## config.mk

```make
export PLATFORM = sky130hd
export DESIGN_NAME = muldiv_unit_flat
export DESIGN_NICKNAME = d
export VERILOG_FILES = /design/src/rtl/muldiv_unit_pkg.sv /design/src/rtl/muldiv_unit_if.sv /design/src/rtl/muldiv_step.sv /design/src/rtl/muldiv_unit.sv /design/src/flat_wrapper.sv
export SDC_FILE = /design/constraint.sdc
export NUM_CORES = 1
export LEC_CHECK = 0
export BUFFER_PORTS_ARGS = -buffer_cell sky130_fd_sc_hd__buf_4
export CORE_ASPECT_RATIO = 0.8
export CORE_UTILIZATION = 32
export CTS_BUF_LIST = sky130_fd_sc_hd__clkbuf_8
export CTS_CLUSTER_DIAMETER = 100
export CTS_CLUSTER_SIZE = 30
export DETAILED_ROUTE_END_ITERATION = 8
export PLACE_DENSITY = 0.57
export SKIP_CTS_REPAIR_TIMING = 1
export SLEW_MARGIN = 20
export SYNTH_ARGS = -nofsm -noshare
export SYNTH_HDL_FRONTEND = slang
export SYNTH_HIERARCHICAL = 1
export SYNTH_SLANG_ARGS = --single-unit
```

## constraint.sdc

```tcl
create_clock -name clk -period 5 [get_ports clk]
set_input_delay 0.75 -clock clk [delete_from_list [all_inputs] [get_ports clk]]
set_output_delay 0.75 -clock clk [all_outputs]
set_load 0.03 [all_outputs]
```

## src/rtl/muldiv_unit_pkg.sv

```systemverilog
// Shared types and op-decode helpers for the iterative RV32M multiply/divide unit.
package muldiv_unit_pkg;

    typedef enum logic [2:0] {
        OP_MUL    = 3'd0,
        OP_MULH   = 3'd1,
        OP_MULHSU = 3'd2,
        OP_MULHU  = 3'd3,
        OP_DIV    = 3'd4,
        OP_DIVU   = 3'd5,
        OP_REM    = 3'd6,
        OP_REMU   = 3'd7
    } muldiv_op_t;

    typedef enum logic [1:0] {
        IDLE = 2'd0,
        BUSY = 2'd1,
        DONE = 2'd2
    } muldiv_state_t;

    function automatic logic op_is_div(input muldiv_op_t op);
        return op[2];
    endfunction

    function automatic logic op_is_rem(input muldiv_op_t op);
        return (op == OP_REM) || (op == OP_REMU);
    endfunction

    // MUL returns only the low word, which is identical for signed and unsigned operands.
    function automatic logic op_src1_signed(input muldiv_op_t op);
        return (op == OP_MULH) || (op == OP_MULHSU) || (op == OP_DIV) || (op == OP_REM);
    endfunction

    function automatic logic op_src2_signed(input muldiv_op_t op);
        return (op == OP_MULH) || (op == OP_DIV) || (op == OP_REM);
    endfunction

endpackage

```

## src/rtl/muldiv_unit_if.sv

```systemverilog
// Request/response valid-ready channels between the execute stage and muldiv_unit.
interface muldiv_unit_if #(
    parameter int XLEN = 32
);
    import muldiv_unit_pkg::*;

    logic            req_valid;
    logic            req_ready;
    muldiv_op_t      req_op;
    logic [XLEN-1:0] req_src1;
    logic [XLEN-1:0] req_src2;
    logic            resp_valid;
    logic            resp_ready;
    logic [XLEN-1:0] resp_result;
    logic            resp_zero;

    modport master (
        output req_valid, req_op, req_src1, req_src2, resp_ready,
        input  req_ready, resp_valid, resp_result, resp_zero
    );

    modport slave (
        input  req_valid, req_op, req_src1, req_src2, resp_ready,
        output req_ready, resp_valid, resp_result, resp_zero
    );

endinterface

```

## src/rtl/muldiv_step.sv

```systemverilog
// One shift-add multiply iteration or one restoring-divide iteration; chained
// STEPS_PER_CYCLE times inside muldiv_unit.
module muldiv_step #(
    parameter int XLEN = 32
) (
    input  logic            is_mul,
    input  logic [XLEN:0]   acc_i,
    input  logic [XLEN-1:0] lo_i,
    input  logic [XLEN-1:0] opb_i,
    output logic [XLEN:0]   acc_o,
    output logic [XLEN-1:0] lo_o
);
    logic [XLEN:0]   sum;
    logic [XLEN:0]   shifted;
    logic [XLEN+1:0] diff;

    // Multiply: {acc, lo} is the product register, multiplier bits leave from lo[0].
    // Divide: acc is the partial remainder, dividend bits leave from lo's MSB while
    // quotient bits enter at lo[0].
    always_comb begin
        sum     = lo_i[0] ? (acc_i + {1'b0, opb_i}) : acc_i;
        shifted = {acc_i[XLEN-1:0], lo_i[XLEN-1]};
        diff    = {1'b0, shifted} - {2'b00, opb_i};
        if (is_mul) begin
            acc_o = {1'b0, sum[XLEN:1]};
            lo_o  = {sum[0], lo_i[XLEN-1:1]};
        end else if (!diff[XLEN+1]) begin
            acc_o = diff[XLEN:0];
            lo_o  = {lo_i[XLEN-2:0], 1'b1};
        end else begin
            acc_o = shifted;
            lo_o  = {lo_i[XLEN-2:0], 1'b0};
        end
    end

endmodule

```

## src/rtl/muldiv_unit.sv

```systemverilog
// Iterative RV32M multiply/divide unit: shift-add multiplier and restoring divider
// retiring STEPS_PER_CYCLE iterations per clock behind valid/ready channels.
module muldiv_unit
    import muldiv_unit_pkg::*;
#(
    parameter int XLEN            = 32,
    parameter int STEPS_PER_CYCLE = 1
) (
    input  logic         clk,
    input  logic         rst,
    input  logic         flush,
    muldiv_unit_if.slave bus,
    output logic         busy
);
    localparam int N     = XLEN / STEPS_PER_CYCLE;
    localparam int CNT_W = $clog2(N) + 1;
    localparam logic [CNT_W-1:0] CNT_INIT = CNT_W'(N);
    localparam logic [XLEN-1:0]  MOST_NEG = {1'b1, {(XLEN-1){1'b0}}};

    if (!((STEPS_PER_CYCLE == 1) || (STEPS_PER_CYCLE == 2) || (STEPS_PER_CYCLE == 4) ||
          (STEPS_PER_CYCLE == 8)) || ((XLEN % STEPS_PER_CYCLE) != 0)) begin : g_bad_steps
        $error("muldiv_unit: STEPS_PER_CYCLE must be 1, 2, 4 or 8 and divide XLEN");
    end

    muldiv_state_t   state_q, state_d;
    muldiv_op_t      op_q, op_d;
    logic [XLEN:0]   acc_q, acc_d;
    logic [XLEN-1:0] lo_q, lo_d;
    logic [XLEN-1:0] opb_q, opb_d;
    logic            neg_q, neg_d;
    logic [CNT_W-1:0] cnt_q, cnt_d;
    logic [XLEN-1:0] result_q, result_d;
    logic            zero_q, zero_d;

    logic            accept;
    logic            last_iter;
    logic            is_mul;
    logic            sign1, sign2;
    logic [XLEN-1:0] mag1, mag2;
    logic            div_zero, div_ovf, fast;
    logic [XLEN-1:0] fast_result;

    logic [XLEN:0]     acc_chain [STEPS_PER_CYCLE+1];
    logic [XLEN-1:0]   lo_chain  [STEPS_PER_CYCLE+1];
    logic [XLEN:0]     acc_n;
    logic [XLEN-1:0]   lo_n;
    logic [2*XLEN-1:0] prod_mag, prod;
    logic [XLEN-1:0]   quo, rem;
    logic [XLEN-1:0]   final_result;

    assign accept    = (state_q == IDLE) && bus.req_valid && !flush;
    assign last_iter = (cnt_q == CNT_W'(1)) || (cnt_q == '0);
    assign is_mul    = !op_is_div(op_q);

    // Magnitudes and the RISC-V special cases are resolved while the request is presented.
    always_comb begin
        sign1    = op_src1_signed(bus.req_op) && bus.req_src1[XLEN-1];
        sign2    = op_src2_signed(bus.req_op) && bus.req_src2[XLEN-1];
        mag1     = sign1 ? -bus.req_src1 : bus.req_src1;
        mag2     = sign2 ? -bus.req_src2 : bus.req_src2;
        div_zero = op_is_div(bus.req_op) && (bus.req_src2 == '0);
        div_ovf  = ((bus.req_op == OP_DIV) || (bus.req_op == OP_REM)) &&
                   (bus.req_src1 == MOST_NEG) && (bus.req_src2 == '1);
        fast     = div_zero || div_ovf;
        if (div_zero) begin
            fast_result = op_is_rem(bus.req_op) ? bus.req_src1 : '1;
        end else begin
            fast_result = op_is_rem(bus.req_op) ? '0 : bus.req_src1;
        end
    end

    assign acc_chain[0] = acc_q;
    assign lo_chain[0]  = lo_q;

    for (genvar i = 0; i < STEPS_PER_CYCLE; i++) begin : g_step
        muldiv_step #(.XLEN(XLEN)) u_step (
            .is_mul (is_mul),
            .acc_i  (acc_chain[i]),
            .lo_i   (lo_chain[i]),
            .opb_i  (opb_q),
            .acc_o  (acc_chain[i+1]),
            .lo_o   (lo_chain[i+1])
        );
    end

    assign acc_n = acc_chain[STEPS_PER_CYCLE];
    assign lo_n  = lo_chain[STEPS_PER_CYCLE];

    // neg_q already encodes the op-specific sign rule, so one flag serves every op.
    always_comb begin
        prod_mag = {acc_n[XLEN-1:0], lo_n};
        prod     = neg_q ? -prod_mag : prod_mag;
        quo      = neg_q ? -lo_n : lo_n;
        rem      = neg_q ? -acc_n[XLEN-1:0] : acc_n[XLEN-1:0];
        case (op_q)
            OP_MUL:                     final_result = prod[XLEN-1:0];
            OP_MULH, OP_MULHSU, OP_MULHU: final_result = prod[2*XLEN-1:XLEN];
            OP_DIV, OP_DIVU:            final_result = quo;
            default:                    final_result = rem;
        endcase
    end

    always_ff @(posedge clk or posedge rst) begin
        if (rst) begin
            state_q <= IDLE;
        end else begin
            state_q <= state_d;
        end
    end

    always_comb begin
        state_d = state_q;
        if (flush) begin
            state_d = IDLE;
        end else begin
            case (state_q)
                IDLE:    if (bus.req_valid) state_d = fast ? DONE : BUSY;
                BUSY:    if (last_iter) state_d = DONE;
                DONE:    if (bus.resp_ready) state_d = IDLE;
                default: state_d = IDLE;
            endcase
        end
    end

    always_comb begin
        bus.req_ready  = (state_q == IDLE);
        bus.resp_valid = (state_q == DONE);
        busy           = (state_q != IDLE);
    end

    assign bus.resp_result = result_q;
    assign bus.resp_zero   = zero_q;

    always_comb begin
        op_d     = op_q;
        acc_d    = acc_q;
        lo_d     = lo_q;
        opb_d    = opb_q;
        neg_d    = neg_q;
        cnt_d    = cnt_q;
        result_d = result_q;
        zero_d   = zero_q;
        if (accept) begin
            op_d  = bus.req_op;
            acc_d = '0;
            cnt_d = CNT_INIT;
            if (op_is_div(bus.req_op)) begin
                lo_d  = mag1;
                opb_d = mag2;
                neg_d = op_is_rem(bus.req_op) ? sign1 : (sign1 ^ sign2);
            end else begin
                lo_d  = mag2;
                opb_d = mag1;
                neg_d = sign1 ^ sign2;
            end
            if (fast) begin
                result_d = fast_result;
                zero_d   = (fast_result == '0);
            end
        end else if ((state_q == BUSY) && !flush) begin
            acc_d = acc_n;
            lo_d  = lo_n;
            if (cnt_q != '0) begin
                cnt_d = cnt_q - CNT_W'(1);
            end
            if (last_iter) begin
                result_d = final_result;
                zero_d   = (final_result == '0);
            end
        end
    end

    always_ff @(posedge clk or posedge rst) begin
        if (rst) begin
            op_q     <= OP_MUL;
            acc_q    <= '0;
            lo_q     <= '0;
            opb_q    <= '0;
            neg_q    <= 1'b0;
            cnt_q    <= '0;
            result_q <= '0;
            zero_q   <= 1'b1;
        end else begin
            op_q     <= op_d;
            acc_q    <= acc_d;
            lo_q     <= lo_d;
            opb_q    <= opb_d;
            neg_q    <= neg_d;
            cnt_q    <= cnt_d;
            result_q <= result_d;
            zero_q   <= zero_d;
        end
    end

endmodule

```

## src/flat_wrapper.sv

```systemverilog
// flat-port wrapper written by rule: the top's interface ports become plain ports
module muldiv_unit_flat import muldiv_unit_pkg::*;
#(
    parameter int XLEN            = 32,
    parameter int STEPS_PER_CYCLE = 1
)
  (clk, rst, flush, busy, bus_req_valid, bus_req_op, bus_req_src1, bus_req_src2, bus_resp_ready, bus_req_ready, bus_resp_valid, bus_resp_result, bus_resp_zero);
  muldiv_unit_if #(.XLEN(XLEN)) bus_i ();
  input  logic clk;
  input  logic rst;
  input  logic flush;
  output logic busy;
  input wire logic [$bits(bus_i.req_valid)-1:0] bus_req_valid;
  input wire logic [$bits(bus_i.req_op)-1:0] bus_req_op;
  input wire logic [$bits(bus_i.req_src1)-1:0] bus_req_src1;
  input wire logic [$bits(bus_i.req_src2)-1:0] bus_req_src2;
  input wire logic [$bits(bus_i.resp_ready)-1:0] bus_resp_ready;
  output wire logic [$bits(bus_i.req_ready)-1:0] bus_req_ready;
  output wire logic [$bits(bus_i.resp_valid)-1:0] bus_resp_valid;
  output wire logic [$bits(bus_i.resp_result)-1:0] bus_resp_result;
  output wire logic [$bits(bus_i.resp_zero)-1:0] bus_resp_zero;
  assign bus_i.req_valid = bus_req_valid;
  assign bus_i.req_op = bus_req_op;
  assign bus_i.req_src1 = bus_req_src1;
  assign bus_i.req_src2 = bus_req_src2;
  assign bus_i.resp_ready = bus_resp_ready;
  assign bus_req_ready = bus_i.req_ready;
  assign bus_resp_valid = bus_i.resp_valid;
  assign bus_resp_result = bus_i.resp_result;
  assign bus_resp_zero = bus_i.resp_zero;
  muldiv_unit #(.XLEN(XLEN), .STEPS_PER_CYCLE(STEPS_PER_CYCLE)) u_core (.clk(clk), .rst(rst), .flush(flush), .bus(bus_i), .busy(busy));
endmodule
```

==> key figures <==
Run status
  • Status: finished with violations
  • Failing checks: setup timing

Logic synthesis
  • #FFs+latches synth: 142
  • Syn_nets: 2365
  • Synth top area share: 21.7%
  • Most area-consuming cells after synthesis: dfrtp_1 22%, nand2_1 7.3%, a21oi_1 5.8%, ha_1 5.5%, xnor2_1 4.7%
  • Synthesized area: 0.0162 sq mm
  • Top_reg_cell synth: dfrtp_1
  • Post-synth cell types: 94
  • Seq/Total Area, Yosys: 21.9%
  • Synth async-reset ratio: 100%
  • Synth Warn #: 6
  • Post-synth EDFFs: 0
  • Yosys top cell by area: dfrtp_1
  • Synth Instances: 2220
  • Post-synthesis average cell area: 7.32 sq um

Timing
  • Slew Limit Headroom: 26.6%
  • Fin worst setup slack: -523 ps
  • Final Critical Period: 5520 ps
  • Fin crit share: 110%
  • Worst-Margin Slew: 1090 ps
  • Setup violators final: 14
  • RSZ-0062 raised after global routing: true
  • Final Skew: 23.8 ps
  • Highest clock rate: 181 MHz
  • Slew Viols, Final: 0
  • Final Hold Viols: 0

Drt
  • Detailed-route via count: 19360
  • WL final: 74500 microns
  • TritonRoute pass-1 iters: 6
  • Iteration-0 DRC Markers: 1805
  • Vias per std cell: 5.74
  • Routed wire per std cell: 22.1 microns
  • DRC viols: 0
  • Post-DRT Antenna Nets: 0

Cells and area
  • Fin nets: 2824
  • Commonest non-fill, non-tap cell in the layout: buf_4
  • Area grow syn2layout: 37.4%
  • Most frequent cells in the layout: 578 x buf_4, 310 x nand2_1, 190 x nor2_1
  • Layout cell share with drive strength beyond 1: 31.4%
  • Post-route cell area: 0.0223 sq mm

Pwr
  • Comb pwr share: 83.1%
  • Pleak: 9.72 nW
  • NetSw: 0.00956 W
  • Cell-internal power: 0.00910 W
  • Reg power frac: 11.2%
  • Pwr/cell area: 836 mW/mm^2
  • Sw Ratio: 51.2%
  • Clock power frac: 5.6%
  • Maximum VDD drop: 0.000365 V

CTS
  • CTS Buf Count: 17
  • CTS clock-pin slew for the worst setup and hold paths: 110 ps
  • Depth of the CTS H-tree: 4
  • Clock Latency Late Sink: 560 ps
  • CTS max path bufs: 2
  • # clock sinks: 142
  • CTS tree: built
  • Clk root buf: clkbuf_8

Global routing
  • Vias in the first global route: 18016
  • Largest net degree at the start of global routing: 101
  • Initial antenna violation count: 13
  • Gr ovfl total: 0
  • GRT Total Usage: 28.4%
  • First-pass GRT wire length: 110000 microns

Critical path
  • R2R cell count: 25
  • Worst path required time: 5480 ps
  • Crit Path Class: reg2reg
  • Crit. End Element: register
  • Worst R2R End: u_core/bus.resp_zero
  • CP peak stage delay: 560 ps
  • WP data arrival: 6010 ps
  • Slowest-stage cell, CP: or4_4
  • Worst-path maximum fanout: 7
  • Reg2reg setup slack: -520 ps
  • Critical R2R Launch: u_core/opb_q[1]
  • Worst Setup Start Kind: register

Placement
  • GP Congestion: 1.01
  • DPL Wire Length: 59200 microns
  • Cell Area, Placed: 0.0210 sq mm
  • Port buffer count: 107
  • Pre-CTS setup slack: -809 ps

Die
  • Die ar.: 0.0517 sq mm
  • Core Footprint: 0.0499 sq mm
  • FP Rows: 73
  • Die H: 204 microns
  • Starting Density: 32.6%
  • I/O pins: 108
  • Die W: 254 microns

Worst hold path
  • Hold WC Path Type: in2async

Run
  • Max cap viols: 0
-- logic make-up after synthesis --
group / Yosys count / share of synthesized area (%)
AND/OR/NAND/NOR: 834 / 24.6
flip-flops: 142 / 21.9
adder cells (fa/ha/maj): 73 / 5.71
XOR/XNOR: 158 / 8.52
AO/OA/AOI/OAI: 689 / 27.2
buffers and inverters: 228 / 5.81
multiplexers: 96 / 6.21
-- worst max-delay path by stage --
stage | startpoint | endpoint | cells after the start
2_1_floorplan | u_core/acc_q[13] | u_core/bus.resp_zero | 24
3_3_place_gp | u_core/opb_q[6] | u_core/bus.resp_zero | 21
3_5_place_dp | u_core/opb_q[6] | u_core/bus.resp_zero | 21
4_1_cts | u_core/opb_q[6] | u_core/bus.resp_zero | 23
5_1_grt | u_core/opb_q[6] | u_core/bus.resp_zero | 24
6_report | u_core/opb_q[1] | u_core/bus.resp_zero | 25
-- routing by layer --
metal | vias up | global-route usage [%] | routed length, microns
met4 | 6 | 10.7 | 2640
met3 | 128 | 7.95 | 7410
met5 | - | 0 | 37
li1 | 9075 | - | -
met2 | 795 | 41.6 | 31500
met1 | 9356 | 39.4 | 32900
-- worst max-delay path, delay by kind of cell (launching register included) --
kind	cells	cell delay (ps)
adders and majority gates	1	260
buffers and inverters	6	860
DFF	1	410
and+or+nand+nor	8	2010
AOI/OAI and AO/OA	8	1560
muxes	2	340
-- flip-flops by register name (all words and copies together), names as in the netlist, 2 cells and up --
register                count
u_core/acc_q               33
u_core/bus.resp_result     32
u_core/cnt_q                6
u_core/lo_q                32
u_core/op_q                 3
u_core/opb_q               32
u_core/state_q              2
-- power groups by stage --
stage / logic, W / registers (W) / clock network, W
final: 0.0155 / 0.00210 / 0.00105
after global routing: 0.0165 / 0.00216 / 0.00112
after CTS: 0.0140 / 0.00208 / 0.00108
after detailed placement: 0.0139 / 0.00211 / 0
after global placement: 0.0138 / 0.00209 / 0
after floorplan: 0.00731 / 0.00226 / 0
-- synthesized netlist by cell type, drive strengths merged (29+ instances only) --
master and n:
xnor2 88, inv 70, or4 32, nor4 51
o21ai 147, nor2 193, buf 29, nor3 54
a21o 32, mux2 39, a21oi 188, nand3 40
xor2 70, dfrtp 141, a31oi 66, o211ai 61
nand2 316, ha 71, nand4 41, mux2i 57
clkbuf 127
-- cell type report --
type,count,area (sq um)
multi-input combinational,1851,12600
clock inverter,15,189
sequential,142,3560
antenna,3,7.51
fill,5127,27500
tap,675,845
timing repair buffer,596,4590
inverter,71,272
clock buffer,17,234
-- per-stage QoR --
| step | TNS [ps] | power (W) | hold WS, ps | cells | util [%] |
|---|---|---|---|---|---|
| floorplan | -9.10 | 0.00957 | 465 | 2220 | - |
| global placement | -6310 | 0.0159 | 479 | 3301 | 42.0 |
| detailed placement | -9080 | 0.0160 | 482 | 3301 | 42.0 |
| CTS | -10640 | 0.0171 | 329 | 3333 | 42.9 |
| global route | -7040 | 0.0198 | 380 | 3368 | 44.8 |
| finish | -2020 | 0.0187 | 335 | 3370 | 44.8 |
No activity file was read; power rests on OpenSTA's default activity.
